**src/rtl/seven_seg_scan_if.sv**
```systemverilog
// Load-side interface of the seven-segment scanner.
//   value    : packed nibbles, value[4i+3:4i] is digit i (digit 0 = rightmost)
//   dp_mask  : decimal point per digit, captured together with value
//   load     : capture request from the core
//   ready    : pending buffer empty
// Handshake: a word transfers on any cycle where load && ready are both high
// at the rising clock edge. value/dp_mask are only sampled on that cycle.
// load while ready is low is ignored and may be dropped freely.
interface seven_seg_scan_if #(
  parameter int NUM_DIGITS = 4
);
  logic [4*NUM_DIGITS-1:0] value;
  logic [NUM_DIGITS-1:0]   dp_mask;
  logic                    load;
  logic                    ready;

  modport master (output value, output dp_mask, output load, input ready);
  modport slave  (input value, input dp_mask, input load, output ready);
endinterface

```
**src/rtl/seven_seg_scan.sv**
```systemverilog
// Time-multiplexed driver for NUM_DIGITS seven-segment digits on one segment bus.
// A loaded word waits in a pending buffer and is copied to the display register
// only when the scan wraps to digit 0, so a frame never mixes two values.
// Ports:
//   clk, rst_n  : clock, asynchronous active-low reset
//   ld          : load handshake (value, dp_mask, load, ready)
//   seg         : {A,B,C,D,E,F,G} of the active digit
//   dp          : decimal point of the active digit
//   digit_en    : one-hot digit enable, all inactive during the dead time
//   frame_tick  : one-cycle pulse when the scan index wraps to 0
// seg, dp and digit_en are active-low when COMMON_ANODE=1.
module seven_seg_scan #(
  parameter int NUM_DIGITS    = 4,
  parameter int REFRESH_DIV   = 16000,
  parameter int DEAD_CYCLES   = 2,
  parameter int HEX_MODE      = 0,
  parameter int BLANK_LEADING = 1,
  parameter int COMMON_ANODE  = 0
) (
  input  logic                  clk,
  input  logic                  rst_n,
  seven_seg_scan_if.slave       ld,
  output logic [6:0]            seg,
  output logic                  dp,
  output logic [NUM_DIGITS-1:0] digit_en,
  output logic                  frame_tick
);

  localparam int IDX_W = (NUM_DIGITS > 1) ? $clog2(NUM_DIGITS) : 1;
  localparam int PW    = $clog2(REFRESH_DIV);
  localparam int DW    = (DEAD_CYCLES > 0) ? $clog2(DEAD_CYCLES + 1) : 1;

  localparam logic [PW-1:0]    PRESC_LAST = PW'(REFRESH_DIV - 1);
  localparam logic [IDX_W-1:0] IDX_LAST   = IDX_W'(NUM_DIGITS - 1);
  localparam logic [DW-1:0]    DEAD_LOAD  = DW'(DEAD_CYCLES);

  logic [PW-1:0]           presc;
  logic [IDX_W-1:0]        idx;
  logic [DW-1:0]           dead;
  logic                    tick_q;

  logic [4*NUM_DIGITS-1:0] disp_val;
  logic [NUM_DIGITS-1:0]   disp_dp;
  logic [4*NUM_DIGITS-1:0] pend_val;
  logic [NUM_DIGITS-1:0]   pend_dp;
  logic                    pend_full;

  logic [6:0]              seg_q;
  logic                    dp_q;
  logic [NUM_DIGITS-1:0]   en_q;

  logic                    slot_end;
  logic                    frame_end;
  logic                    accept;

  logic [3:0]              cur_nib;
  logic                    cur_dp;
  logic                    cur_blank;
  logic [NUM_DIGITS-1:0]   en_onehot;

  assign slot_end  = (presc == PRESC_LAST);
  assign frame_end = slot_end && (idx == IDX_LAST);
  assign accept    = ld.load && !pend_full;
  assign ld.ready  = !pend_full;

  function automatic logic [6:0] glyph(input logic [3:0] nib);
    logic [6:0] g;
    case (nib)
      4'h0: g = 7'b1111110;
      4'h1: g = 7'b0110000;
      4'h2: g = 7'b1101101;
      4'h3: g = 7'b1111001;
      4'h4: g = 7'b0110011;
      4'h5: g = 7'b1011011;
      4'h6: g = 7'b1011111;
      4'h7: g = 7'b1110000;
      4'h8: g = 7'b1111111;
      4'h9: g = 7'b1111011;
      4'hA: g = 7'b1110111;
      4'hB: g = 7'b0011111;
      4'hC: g = 7'b1001110;
      4'hD: g = 7'b0111101;
      4'hE: g = 7'b1001111;
      default: g = 7'b1000111;
    endcase
    // Decimal mode shows a lone G segment (dash) for out-of-range nibbles.
    if (HEX_MODE == 0 && nib > 4'h9) g = 7'b0000001;
    return g;
  endfunction

  // Scan timing: prescaler, digit index, dead-time counter, frame pulse.
  always_ff @(posedge clk or negedge rst_n) begin
    if (!rst_n) begin
      presc  <= '0;
      idx    <= '0;
      dead   <= '0;
      tick_q <= 1'b0;
    end else begin
      tick_q <= frame_end;
      if (slot_end) begin
        presc <= '0;
        idx   <= (idx == IDX_LAST) ? '0 : idx + IDX_W'(1);
        dead  <= DEAD_LOAD;
      end else begin
        presc <= presc + PW'(1);
        if (dead != '0) dead <= dead - DW'(1);
      end
    end
  end

  // Pending buffer and display register. The copy happens on the same edge
  // that wraps idx to 0, so digit 0 of the new frame already shows it. A word
  // accepted on that edge was not yet pending and waits for the next frame.
  always_ff @(posedge clk or negedge rst_n) begin
    if (!rst_n) begin
      pend_val  <= '0;
      pend_dp   <= '0;
      pend_full <= 1'b0;
      disp_val  <= '0;
      disp_dp   <= '0;
    end else if (frame_end && pend_full) begin
      disp_val  <= pend_val;
      disp_dp   <= pend_dp;
      pend_full <= 1'b0;
    end else if (accept) begin
      pend_val  <= ld.value;
      pend_dp   <= ld.dp_mask;
      pend_full <= 1'b1;
    end
  end

  // Active digit selection and leading-zero blanking from the display register.
  // The active digit is blank when it and every digit above it are zero.
  always_comb begin
    cur_nib   = '0;
    cur_dp    = 1'b0;
    en_onehot = '0;
    cur_blank = (BLANK_LEADING != 0) && (idx != '0);
    for (int i = 0; i < NUM_DIGITS; i++) begin
      if (IDX_W'(i) == idx) begin
        cur_nib      = disp_val[4*i +: 4];
        cur_dp       = disp_dp[i];
        en_onehot[i] = 1'b1;
      end
      if (disp_val[4*i +: 4] != 4'h0 && IDX_W'(i) >= idx) cur_blank = 1'b0;
    end
  end

  // Registered outputs in active-high form. digit_en goes dark on the slot's
  // last cycle edge and stays dark while the dead counter runs down.
  always_ff @(posedge clk or negedge rst_n) begin
    if (!rst_n) begin
      seg_q <= '0;
      dp_q  <= 1'b0;
      en_q  <= '0;
    end else begin
      seg_q <= cur_blank ? 7'b0000000 : glyph(cur_nib);
      dp_q  <= cur_dp;
      en_q  <= (slot_end || dead != '0) ? '0 : en_onehot;
    end
  end

  assign seg        = (COMMON_ANODE != 0) ? ~seg_q : seg_q;
  assign dp         = (COMMON_ANODE != 0) ? ~dp_q  : dp_q;
  assign digit_en   = (COMMON_ANODE != 0) ? ~en_q  : en_q;
  assign frame_tick = tick_q;

endmodule
```
**src/flat_wrapper.sv**
```systemverilog
// flat-port wrapper written by rule: the top's interface ports become plain ports
module seven_seg_scan_flat 
#(
  parameter int NUM_DIGITS    = 4,
  parameter int REFRESH_DIV   = 16000,
  parameter int DEAD_CYCLES   = 2,
  parameter int HEX_MODE      = 0,
  parameter int BLANK_LEADING = 1,
  parameter int COMMON_ANODE  = 0
)
  (clk, rst_n, seg, dp, digit_en, frame_tick, ld_value, ld_dp_mask, ld_load, ld_ready);
  seven_seg_scan_if #(.NUM_DIGITS(NUM_DIGITS)) ld_i ();
  input  logic clk;
  input  logic rst_n;
  output logic [6:0] seg;
  output logic dp;
  output logic [NUM_DIGITS-1:0] digit_en;
  output logic frame_tick;
  input wire logic [$bits(ld_i.value)-1:0] ld_value;
  input wire logic [$bits(ld_i.dp_mask)-1:0] ld_dp_mask;
  input wire logic [$bits(ld_i.load)-1:0] ld_load;
  output wire logic [$bits(ld_i.ready)-1:0] ld_ready;
  assign ld_i.value = ld_value;
  assign ld_i.dp_mask = ld_dp_mask;
  assign ld_i.load = ld_load;
  assign ld_ready = ld_i.ready;
  seven_seg_scan #(.NUM_DIGITS(NUM_DIGITS), .REFRESH_DIV(REFRESH_DIV), .DEAD_CYCLES(DEAD_CYCLES), .HEX_MODE(HEX_MODE), .BLANK_LEADING(BLANK_LEADING), .COMMON_ANODE(COMMON_ANODE)) u_core (.clk(clk), .rst_n(rst_n), .ld(ld_i), .seg(seg), .dp(dp), .digit_en(digit_en), .frame_tick(frame_tick));
endmodule
```
**config.mk**
```make
export PLATFORM = sky130hd
export DESIGN_NAME = seven_seg_scan_flat
export DESIGN_NICKNAME = d
export VERILOG_FILES = /design/src/rtl/seven_seg_scan_if.sv /design/src/rtl/seven_seg_scan.sv /design/src/flat_wrapper.sv
export SDC_FILE = /design/constraint.sdc
export NUM_CORES = 1
export LEC_CHECK = 0
export CORE_ASPECT_RATIO = 1.5
export CORE_MARGIN = 4
export CORE_UTILIZATION = 50
export DETAILED_ROUTE_END_ITERATION = 8
export DONT_BUFFER_PORTS = 1
export PLACE_DENSITY = 0.71
export REMOVE_ABC_BUFFERS = 1
export SETUP_SLACK_MARGIN = 0.1
export SLEW_MARGIN = 20
export SYNTH_ARGS = -nofsm -noshare
export SYNTH_HDL_FRONTEND = slang
export SYNTH_SLANG_ARGS = --single-unit
export TNS_END_PERCENT = 20
```
**constraint.sdc**
```tcl
create_clock -name clk -period 2.3 [get_ports clk]
set_input_delay 0.115 -clock clk [delete_from_list [all_inputs] [get_ports clk]]
set_output_delay 0.115 -clock clk [all_outputs]
set_load 0.1 [all_outputs]
```
Word-level counts from Yosys, hierarchy flattened
Memory sizes are Yosys's and may differ from the RTL's.
Cells that the tools add are included.
{ "totals": {"reg_bits": 72, "rom_bits": 112, "output_inout_bits": 14, "word_cells": 71, "mem_count": 1} }
{ "op_classes": {"add_sub_neg": 3, "order_cmp": 5, "n_eq_ne": 5, "n_mux": 25, "bitwise_logic": 1, "reduce_logical": 19} }
{ "mem_list": {"columns": ["name", "depth", "word_bits", "rd", "rd_clocked_by_memory_dff", "write_ports", "line_no", "text"], "rows": [
  ["(name not given)", 16, 7, 1, 0, 0, "seven_seg_scan.sv:68", "case (nib)"]
]} }
{ "op_table": {"columns": ["op", "n"], "rows": [
  ["$mux 4", 5],
  ["$reduce_bool 4->1", 4],
  ["$add 14x1->14 const B", 1],
  ["$eq 14x14->1 const B", 1],
  ["$mux 1", 14],
  ["$mux 14", 1],
  ["$mux 7", 2],
  ["$reduce_bool 2->1", 4],
  ["$logic_and 1x1->1", 7],
  ["$mux 2", 3],
  ["$eq 2x2->1 const A", 2],
  ["$ge 1x2->1 const A", 2],
  ["$ge 2x2->1 const A", 2],
  ["$gt 4x4->1 const B", 1],
  ["$add 2x1->2 const B", 1],
  ["$eq 1x2->1 const A", 1],
  ["$eq 2x2->1 const B", 1],
  ["$logic_not 2->1", 1],
  ["$reduce_and 2->1", 1],
  ["$sub 2x1->2 const B", 1],
  ["$logic_not 1->1", 1],
  ["$logic_or 1x1->1", 1],
  ["$not 1->1", 1]
]} }

Longest topological paths before layout
{ "depth": {"depth_word": 8, "depth_mapped": 12, "ltp_nobuf": 11} }

Worst setup path after synthesis
Ideal clock, no wire load.
{ "synth_timing": {"path_kind": "register to register", "start": "register u_core.idx[0]", "end": "register u_core.seg_q[3] (netlist: u_core.seg[3])", "setup_time_ps": 141, "arrival_ps": 2162, "path_slack_ps": -3, "stages_incl_launch_ff": 11, "n_path_buf": 1, "period_less_slack_ps": 2303, "path_cell_list": "dfrtp_1 > ha_1 > clkbuf_1 > inv_1 > nand2_1 > o221ai_1 > inv_1 > ha_1 > o21a_1 > a22oi_1 > nor2_1"} }
{ "synth_via": {"elab_chain_len": 8} }
{ "synth_rtl": {"columns": ["element", "line_no", "text"], "rows": [
  ["start: declaration", "seven_seg_scan.sv:38", "logic [IDX_W-1:0] idx;"],
  ["start signal: assignment", "seven_seg_scan.sv:102", "idx <= (idx == IDX_LAST) ? '0 : idx + IDX_W'(1);"],
  ["$logic_not 2->1", "seven_seg_scan.sv:140", "if (IDX_W'(i) == idx) begin"],
  ["$mux 4 (4 in series)", "seven_seg_scan.sv:140", null],
  ["$mem_v2 16x7 or $gt 4x4->1 (tied branches)", null, null],
  ["$mux 7", "seven_seg_scan.sv:87", "if (HEX_MODE == 0 && nib > 4'h9) g = 7'b0000001;"],
  ["$mux 7 *", "seven_seg_scan.sv:157", "seg_q <= cur_blank ? 7'b0000000 : glyph(cur_nib);"],
  ["end signal: assignment", "seven_seg_scan.sv:157", null],
  ["end: declaration", "seven_seg_scan.sv:48", "logic [6:0] seg_q;"]
]} }
Every way passes the cells marked *; elsewhere a longest branch is shown, timed or not.
A chain may end at the register's enable or synchronous reset.

Final worst setup path
Same ends and word-level chain as after synthesis.

==> results.md <==
- Drt first pass iters: 4
- H-Tree Level Count: 3
- Critical path fanouts, max: 11
- Status: completed
- Die area: 7880 um2
- Die H: 107 um
- Clock Path Buffers: 2
- Crit path time final: 2090 ps
- Kind of critical path: reg2reg
- Initial antenna violation count: 0
- RSZ-0062 raised after global routing: false
- CP Capture Type: register
- CP max stage cell: dfrtp_1
- Clock sink count: 72
- Max cap viols: 0
- Worst Setup Start Kind: register
- CP Depth: 9
- Post-synth EDFFs: 0
- Die X: 73.8 um
- Layout area overhead: 20.1%
- Syn Inst Count: 264
- Commonest non-fill, non-tap cell in the layout: dfrtp_1
- Initial drt markers: 137
- CTS Buf Count: 9
- Largest net degree at the start of global routing: 73
- Gr busiest metal: met2
- Share of layout cells above drive strength 1: 29.7%
- Top Family by Delay on Critical Path: compound AO/OA/AOI/OAI gates
- Slew margin rel.: 41.1%
- Vias in the first global route: 2,107
- DP HPWL: 4100 um
- Post-synth ARST share: 100%
- Global Route met3 Usage: 4.41%
- Root cell of the clock tree: clkbuf_8
- Worst clock skew: 6.54 ps
- Synth unique cells: 42
- Worst setup path start: u_core.idx[0]$_DFFE_PN0P_
- Worst Slack Setup Final: 214 ps
- VDD IR max: 625 uV
- Gpl congestion: 0.932
- Hold WS: 304 ps
- Critical Path End: u_core.seg[3]$_DFF_PN0_
- Core region area: 6220 um2
- RR Startpoint: u_core.idx[0]$_DFFE_PN0P_
- Tot GR Track Use: 16.6%
- # fillers: 494
- Antenna viol nets, final: 0
- Setup TNS Final: 0 ps
- Period utilization: 90.7%
- ANT cells: 0
- Placed instance count: 341
- CP required: 2530 ps
- Mean Syn Cell Area: 12.3 um2
- First-pass GRT wire length: 9850 um
- Top Ports: 37
- Vias: 2,104
- Initial core utilization: 52.3%
- Fmax: 479 MHz
- Buf/Inv on CP: 2
- Peak per-stage delay on the critical path: 420 ps
- Final nets: 341
- Worst Max-Slew Pin Slew: 884 ps
- Routed vias/inst: 5.48
- Count of warnings emitted by yosys: 0
- Setup violations, final: 0
- Clock transition at path regs: 70 ps
- Leakage: 1.83 nW
- Slew Limit Fails: 0
- Post-synth top flop: dfrtp_1
- Cell Chain, Critical Path: buf_4 > ha_2 > o211ai_1 > o221ai_2 > buf_4 > ha_2 > o21a_1 > a22oi_1 > nor2_1
- Power per standard cell area: 621 nW/um2
- Worst r2r dst: u_core.seg[3]$_DFF_PN0_
- Min-Delay Path Class: in2async
- Clk Latency, worst-skew pair: 340 ps
- Arrival time worst endpoint: 2320 ps
- Reg2Reg Setup Slack: 210 ps
- Pre-CTS setup slack: 93.8 ps
- Worst r2r path cells: 9
- Seq/Total Area, Yosys: 55.4%
- Wirelength, routed: 5880 um
- Wire per inst: 15.3 um
- CTS tree: yes
- Met1 usage: 19.0%
- Final hold vios: 0
- Gr ovfl total: 0
- Residual DRC count: 0
- Port buffer count: 0
- FF+latch count, synth: 72
- Commonest non-fill, non-tap cells in the layout: dfrtp_1, mux2_2, dlygate4sd3_1
- GRT met2 Usage: 26.6%
- Non-Filler Instances: 384
- Mapped Area: 3250 um2
- Cell Rows: 35
==> metal layers <==
metal	share of wire, %	routed length, um	vias to the layer above
met5	0	0	-
met4	4.4	259	0
met3	3.6	213	19
met2	51	2990	42
met1	41	2410	1026
li1	-	-	1017
==> worst min path at each step <==
stage	startpoint	end
after CTS	rst_n	u_core.pend_full$_DFFE_PN0P_
after detailed placement	rst_n	u_core.presc[8]$_DFF_PN0_
after floorplan	rst_n	u_core.dead[0]$_DFFE_PN0P_
after global placement	rst_n	u_core.presc[7]$_DFF_PN0_
final	rst_n	u_core.presc[2]$_DFF_PN0_
after global routing	rst_n	u_core.pend_val[2]$_DFFE_PN0P_
==> where the power goes <==
group          internal [W]  switching, W
sequential          0.00131     0.0000200
clock              0.000556      0.000448
combinational     0.0000592     0.0000372
total               0.00192      0.000505
==> state kept, by name, summed over array words and instances (netlist names) <==
signal	cells
u_core.presc	14
u_core.dead	2
u_core.disp_dp	4
u_core.disp_val	16
u_core.digit_en	4
u_core.pend_dp	4
u_core.idx	2
u_core.seg	7
u_core.frame_tick	1
u_core.pend_full	1
u_core.dp	1
u_core.pend_val	16
==> through the flow <==
step | total power [W] | instance area [um2] | util (%)
after global routing | 0.00254 | 3900 | 62.8
after floorplan | 0.00138 | 3200 | -
after detailed placement | 0.00139 | 3390 | 54.6
after CTS | 0.00246 | 3850 | 61.9
final | 0.00243 | 3900 | 62.8
after global placement | 0.00139 | 3390 | 54.6
==> what timing repair did <==
| action | 4_1_cts | 5_1_grt |
|---|---|---|
| pin swaps | 0 | 1 |
| endpoints found under the setup margin | 2 | 6 |
| setup buffers | 0 | 4 |
| endpoints found under the hold margin | 93 | 0 |
| resized for setup | 1 | 12 |
| hold buffers | 23 | 0 |
==> worst register-to-register path, delay by kind of cell (launching register included) <==
kind                       cells  cell delay (ps)
AOI/OAI and AO/OA              4              750
buffers and inverters          2              320
adders and majority gates      2              430
DFF                            1              420
and+or+nand+nor                1               60
==> cells in the mapped netlist (3+ instances only) <==
master    number  area share (%)
dfrtp_1       72              55
mux2_2        40              14
nor2_1        20             2.3
nand2_1       18             2.1
ha_1          13             5.0
inv_1         10             1.2
nand3_1       10             1.5
o21ai_0        9             1.4
a21oi_1        8             1.2
xor2_1         8             2.2
and3_1         7             1.3
clkbuf_1       3            0.35
nor2b_1        3            0.58
nor3b_1        3            0.69
o211ai_1       3            0.69
==> kinds of logic (layout without fill, tap and decap cells) <==
kind of cell,Yosys count,count (layout),synth area share [%]
xor+xnor,10,10,2.69
fa+ha+maj,13,13,5.00
simple gates,78,78,13.4
flops,72,72,55.4
compound gates,30,30,6.00
mux,43,43,14.8
buf+inv,18,64,2.62
==> area by class of cell <==
type | instances | area, um2 | area share [%]
clock buffer | 11 | 151 | 3.88
clock inverter | 5 | 55.1 | 1.41
inverter | 10 | 37.5 | 0.962
multi-input combinational | 174 | 1390 | 35.7
sequential | 72 | 1800 | 46.2
tap | 74 | 92.6 | 2.37
timing repair buffer | 38 | 373 | 9.55
No activity file was read; power rests on OpenSTA's default activity.
